File: src/rtl/seq_detector_param.sv
// Serial N-bit pattern detector with a run-time loadable pattern, selectable
// overlap and Mealy/Moore output timing, and a saturating hit counter.
module seq_detector_param #(
    parameter int             N           = 4,
    parameter logic [N-1:0]   DEFAULT_PAT = N'(4'b1011),
    parameter int             CNT_W       = 8
) (
    input  logic             clk,
    input  logic             reset,
    input  logic             x,
    input  logic             in_valid,
    input  logic [N-1:0]     pattern,
    input  logic             pat_load,
    input  logic             overlap,
    input  logic             moore,
    input  logic             cnt_clr,
    output logic             z,
    output logic [CNT_W-1:0] hit_count
);

    localparam int FW = $clog2(N + 1);

    logic [N-1:0]     pat_reg,  pat_next;
    logic [N-1:0]     hist_reg, hist_next;
    logic [FW-1:0]    fill_reg, fill_next;
    logic             z_q_reg,  z_q_next;
    logic [CNT_W-1:0] cnt_reg,  cnt_next;

    logic [N-1:0] window;
    logic         hist_full;
    logic         match;

    // Newest bit enters at the LSB, so the window lines up with a pattern
    // whose first-received bit is the MSB.
    assign window    = {hist_reg[N-2:0], x};
    assign hist_full = (fill_reg >= FW'(N - 1));
    assign match     = in_valid & ~pat_load & hist_full & (window == pat_reg);

    always_comb begin
        pat_next  = pat_reg;
        hist_next = hist_reg;
        fill_next = fill_reg;
        z_q_next  = match;
        cnt_next  = cnt_reg;

        if (pat_load) begin
            pat_next  = pattern;
            hist_next = '0;
            fill_next = '0;
            z_q_next  = 1'b0;
        end else if (in_valid) begin
            hist_next = window;
            // Non-overlapping: forget the matched bits so the next hit
            // needs a completely fresh window.
            if (match && !overlap) begin
                fill_next = '0;
            end else if (fill_reg != FW'(N)) begin
                fill_next = fill_reg + 1'b1;
            end
        end

        if (cnt_clr) begin
            cnt_next = '0;
        end else if (match && (cnt_reg != {CNT_W{1'b1}})) begin
            cnt_next = cnt_reg + 1'b1;
        end
    end

    always_ff @(posedge clk or posedge reset) begin
        if (reset) begin
            pat_reg  <= DEFAULT_PAT;
            hist_reg <= '0;
            fill_reg <= '0;
            z_q_reg  <= 1'b0;
            cnt_reg  <= '0;
        end else begin
            pat_reg  <= pat_next;
            hist_reg <= hist_next;
            fill_reg <= fill_next;
            z_q_reg  <= z_q_next;
            cnt_reg  <= cnt_next;
        end
    end

    assign z         = moore ? z_q_reg : match;
    assign hit_count = cnt_reg;

endmodule

File: config.mk
export PLATFORM = sky130hd
export DESIGN_NAME = seq_detector_param
export DESIGN_NICKNAME = d
export VERILOG_FILES = /design/src/rtl/seq_detector_param.sv
export SDC_FILE = /design/constraint.sdc
export NUM_CORES = 1
export LEC_CHECK = 0
export CAP_MARGIN = 20
export CORE_ASPECT_RATIO = 0.7
export CORE_MARGIN = 8
export CORE_UTILIZATION = 29
export CTS_CLUSTER_SIZE = 12
export DETAILED_ROUTE_END_ITERATION = 10
export PLACE_DENSITY = 0.46
export SETUP_SLACK_MARGIN = 0.1
export SYNTH_ARGS = -nofsm -noshare
export SYNTH_HDL_FRONTEND = slang
export SYNTH_SLANG_ARGS = --single-unit
export TNS_END_PERCENT = 20
File: constraint.sdc
create_clock -name clk -period 2.4 [get_ports clk]
set_clock_uncertainty 0.15 [all_clocks]
set_input_delay 0.72 -clock clk [delete_from_list [all_inputs] [get_ports clk]]
set_output_delay 0.72 -clock clk [all_outputs]
set_load 0.01 [all_outputs]
==> results of run 1 <==
## per-layer routing
| layer | up-vias | global-route usage, % |
|---|---|---|
| met5 | - | 0 |
| met4 | 0 | 2.474 |
| met3 | 2 | 2.788 |
| met2 | 10 | 14.73 |
| met1 | 422 | 11.72 |
| li1 | 441 | - |
## stage by stage
step | hold slack [ns] | power [mW] | setup WS, ns | utilization, %
4_1_cts | 0.3950 | 0.7255 | -0.08884 | 42.03
2_1_floorplan | 0.3524 | 0.4260 | 0.1021 | -
3_3_place_gp | 0.3662 | 0.4792 | -0.7946 | 39.87
6_report | 0.3875 | 0.7099 | -0.09117 | 42.73
5_1_grt | 0.4012 | 0.7565 | -0.1523 | 42.73
3_5_place_dp | 0.3766 | 0.4852 | -0.8000 | 39.87
## power by group through the flow
stage	registers [mW]	clock network [mW]	logic, mW
floorplan	0.356	0	0.0697
global placement	0.355	0	0.124
detailed placement	0.357	0	0.129
CTS	0.350	0.238	0.137
global route	0.352	0.250	0.154
finish	0.350	0.222	0.138
## kinds of logic (layout without fill, tap and decap cells)
kind of cell	after synthesis	count (layout)
AND/OR/NAND/NOR	47	47
flip-flops	19	19
multiplexers	15	15
buffers and inverters	10	44
AO/OA/AOI/OAI	8	8
XOR/XNOR	5	5
adder cells (fa/ha/maj)	4	4
## layout by cell type (no fill, tap or decap), drive strengths merged, types with 4 or more instances in the layout
master and n:
dfrtp 16, clkdlybuf4s50 15, buf 15, nor2 13
mux2 11, nor3 7, nor2b 6, nand2 6
inv 6, nand3 6, xnor2 5, mux2i 4
ha 4
## repair_timing
item	CTS	global route
pin swaps	4	3
setup buffers	2	1
hold endpoints to repair	0	0
hold buffers	0	0
setup endpoints to repair	6	2
gates cloned	0	0
resized for setup	13	3
## final cells by class
cell class | count | area [um2]
fill | 358 | 2051
multi-input combinational | 79 | 623.1
sequential | 19 | 479.2
timing repair buffer | 34 | 296.5
tap | 50 | 62.56
clock buffer | 3 | 41.29
inverter | 6 | 22.52
clock inverter | 1 | 5.005
## critical path, stage by stage
cell and delay, ns:
clkdlybuf4s15_1 0.19, xnor2_1 0.19, nand3_2 0.12, o31ai_4 0.23
buf_2 0.17
## path summary, 6_finish.rpt
kind | from | end
hold / removal | pat_reg[2] | pat_reg[2]
setup reg to reg | fill_reg[1] | hit_count[5]
hold reg to reg | pat_reg[2] | pat_reg[2]
min in group asynchronous | reset | hit_count[7]
setup / recovery | x | z
max in group asynchronous | reset | pat_reg[3]
==> run metrics, run 1 <==
count leader, synth dfrtp_1; core region area 3581 um2; root buf cell clkbuf_8; CP Capture Type output port; min-delay worst type flip-flop to flip-flop; Clock Latency Late Sink 0.25 ns; Max Slew Vio Count 0; synth top area cells dfrtp_1, mux2_2, dfstp_2, ha_1, nor2_1; Simple-Gate Fraction of Synth Area 23.31%; part of the power in registers 49.3%; Inst Count DP 185; Gate power share 19.5%; initial DRC count 40; post-DR wirelength/cell 13.09 um; M1 WL 1.217 mm; Crit Path Max Fanout 2; Post-route DRC 0; Post-synth EDFFs 0; initial antenna violation count 0; synth cell count leaders dfrtp_1, nor2_1, mux2_2; largest net degree at the start of global routing 20; Antenna Cells 0; Synth area leader dfrtp_1; First-pass DRT Iterations 4; Remaining Overflow, GRT 0; final hold violation count 0; peak supply drop 324.3 uV; clk sinks 19; total power per unit cell area 463.9 nW/um2; synthesized area 1095 um2; hold path depth 1; post-DR vias/cell 4.557; CTS tree built; Fmax 401.4 MHz; Synth Flop Type dfrtp_1; kind of critical path input port to output port; Sw Ratio 25.93%; Sw Pwr 184.1 uW; Int Power 525.8 uW; Initial Utilization 30.57%; CTS Buffer Depth 2; row cnt 18; minimum clock period 2.491 ns; PortBufs 20; H-tree depth 1; Worst R2R Setup Slack 0.19 ns; Register-to-Register Path Depth 8; max-cap violations 0; Die W 89.44 um; clock group share of total power 31.2%; layout cells sized above 1 29.58%; share of the synthesized area in the top cell type 36.57%; Final #Nets 159; final instance area 1530 um2; die area 6028 um2; worst setup margin -0.09117 ns; antenna-violating nets left 0; Worst EP required 1.53 ns; Max Used Layer met4; syn nets 124; status complete, but fails checks; syn avg cell area 10.14 um2; Seq cells post-synth 19; wire length on met3 85 um; Max-slew headroom 49.55%; Post-synth ARST share 100.0%; Synth cell types 28; Worst Tran Pin Value 0.7509 ns; Syn. warnings 0; register area share after synthesis 43.77%; Post-DP Area 1428 um2; Final setup viols 1; number of buffers created by CTS 3; LEAKAGE 0.6504 nW; wire length on met2 1.184 mm; Synth Area in Compound Gates 5.029%; period utilisation layout 103.8%; Layout area overhead 39.77%; largest family of logic cells by synthesized area simple AND/OR/NAND/NOR gates; post-route non-filler standard cell count 192; Data arrival, critical path 1.62 ns; vias in the first global route 883; post-synthesis mux area share 14.97%; startpoint types input port; first-pass GRT wire length 4.264 mm; RSZ-0062 raised after global routing true; Adder-Cell Fraction of Synth Area 4.571%; via count 875; number of flip-flops in the largest register 8; post-detail-place hpwl 1.935 mm; WL final 2.514 mm; die height 67.41 um; I/O pins 21; routability cong. 0.7259; Post-Syn Instances 108; area share of xor/xnor cells in the synthesized design 4.686%; TNS Setup -0.09117 ns; violated checks setup timing; clock input transition at the sequential cells of the worst setup and hold paths 0.07 ns; Global Route Usage Sum 9.179%
Power figures use the tool's default switching activity.
==> run 2: changes to the inputs <==
Settings changed: CORE_MARGIN 8 to 2.
==> run 2 against run 1 <==
The flow still finishes with violations (setup timing). Largest power group unchanged. Worst setup slack got worse by 0.0073 ns. Highest routed layer unchanged. Critical path depth is the same. Cell area is essentially flat. Core utilization up 0.31 points. Wire length decreased by 8.7%. Clock-buffer cell count did not move. Die area down 29%. Sequential power barely moved. Sequential share of layout area about the same. Global-route usage is 3.1 points higher. Clock power up 3%.
==> run metrics, run 2 (synthesis results as in run 1) <==
minimum clock period 2.498 ns; root buf cell clkbuf_8; final hold violation count 0; Die W 77.44 um; clk sinks 19; LEAKAGE 0.6525 nW; most frequent cells in the layout dfrtp_1, clkdlybuf4s50_1, buf_4; via count 883; post-DR vias/cell 4.599; antenna-violating nets left 0; Worst EP required 1.53 ns; row cnt 18; total power per unit cell area 466.6 nW/um2; initial DRC count 21; RSZ-0062 raised after global routing true; Tot Pwr 714.6 uW; post-DR wirelength/cell 11.96 um; vias in the first global route 848; I/O pins 21; most common cell after layout, fill and taps aside dfrtp_1; kind of critical path input port to output port; Final setup viols 1; max-cap violations 0; PortBufs 20; final core utilization 43.04%; initial antenna violation count 0; Inst Count DP 186; clock group share of total power 32.0%; Max-slew headroom 75.12%; post-route non-filler standard cell count 192; First-pass DRT Iterations 4; die height 55.41 um; Final #Nets 159; Remaining Overflow, GRT 0; period utilisation layout 104.1%; final instance area 1531 um2; number of buffers created by CTS 3; Worst Tran Pin Value 0.3699 ns; Antenna Cells 0; status complete, but fails checks; Crit Path Max Fanout 2; Post-DP Area 1435 um2; Post-route DRC 0; clock input transition at the sequential cells of the worst setup and hold paths 0.08 ns; Global Route Usage Sum 12.24%; core region area 3558 um2; Layout area overhead 39.89%; Max Slew Vio Count 0; min-delay worst type flip-flop to flip-flop; Sw Ratio 26.24%; startpoint types input port; part of the power in registers 49.0%; largest net degree at the start of global routing 20; Sw Pwr 187.5 uW; die area 4290 um2; post-detail-place hpwl 1.787 mm; CTS tree built; first-pass GRT wire length 4.146 mm; Gate power share 19.0%; Post-CTS Hold Buffers 0; layout cells sized above 1 30.28%; Hold WS 0.3864 ns; routability cong. 0.7227; TNS Setup -0.09850 ns; Data arrival, critical path 1.63 ns; CP Capture Type output port; Int Power 527.1 uW; Fmax 400.2 MHz; Layout fillers 375; Post-Place Setup Slack -0.8053 ns; worst setup margin -0.09850 ns; peak supply drop 301.4 uV; Initial Utilization 30.77%; CTS Buffer Depth 2; violated checks setup timing; WL final 2.296 mm; H-tree depth 1; Clock Latency Late Sink 0.26 ns; number of flip-flops in the largest register 8
run 2: cell count changes in the layout (fill, tap and decap cells not counted):
cell / before / now
nor4_4: 1 / 0
xnor2_1: 4 / 3
clkinvlp_4: 0 / 1
clkinv_2: 1 / 0
nor4_2: 0 / 1
xnor2_2: 1 / 2
run 2: cell type report:
| cell class | count | area, um2 | area share [%] |
|---|---|---|---|
| multi-input combinational | 79 | 621.8 | 40.60 |
| sequential | 19 | 479.2 | 31.29 |
| timing repair buffer | 34 | 296.5 | 19.36 |
| tap | 50 | 62.56 | 4.085 |
| clock buffer | 3 | 41.29 | 2.696 |
| inverter | 6 | 22.52 | 1.471 |
| clock inverter | 1 | 7.507 | 0.4902 |
run 2: final timing paths:
kind / from / end / slack (ns) / cells after the start
setup / recovery: x / z / -0.1 / 5
hold / removal: pat_reg[2] / pat_reg[2] / 0.39 / 1
hold reg to reg: pat_reg[2] / pat_reg[2] / 0.39 / 1
setup reg to reg: fill_reg[1] / hit_count[5] / 0.19 / 8
min in group asynchronous: reset / pat_reg[2] / 0.63 / 3
max in group asynchronous: reset / pat_reg[3] / 1.21 / 3
run 2: what timing repair did:
| action | CTS | global route |
|---|---|---|
| gates resized for setup | 12 | 4 |
| buffers inserted | 1 | 1 |
| setup endpoints to repair | 6 | 2 |
| pin swaps | 4 | 3 |
run 2: power by group through the flow:
| stage | combinational, mW | clock [mW] | sequential [mW] |
|---|---|---|---|
| 2_1_floorplan | 0.0697 | 0 | 0.356 |
| 3_3_place_gp | 0.124 | 0 | 0.355 |
| 3_5_place_dp | 0.127 | 0 | 0.356 |
| 4_1_cts | 0.131 | 0.242 | 0.350 |
| 5_1_grt | 0.154 | 0.263 | 0.353 |
| 6_report | 0.136 | 0.229 | 0.350 |
run 2: per-layer routing:
layer | vias up | share of wire, % | track usage [%] | wire length, um
li1 | 441 | - | - | -
met1 | 421 | 49 | 17.38 | 1133
met3 | 2 | 4.2 | 4.085 | 97
met2 | 19 | 45 | 17.39 | 1036
met4 | 0 | 1.2 | 4.082 | 27
met5 | - | 0 | 0 | 0
run 2: critical path, stage by stage:
cell	delay (ns)
clkdlybuf4s15_1	0.21
xnor2_2	0.18
nand3_2	0.11
o31ai_4	0.23
buf_2	0.17
==> run 3: changes to the inputs <==
Settings changed: CAP_MARGIN 20 to not set, CTS_CLUSTER_SIZE 12 to not set.
==> results of run 3 <==
The final DEF is identical to that of run 2; final timing and power are the same.
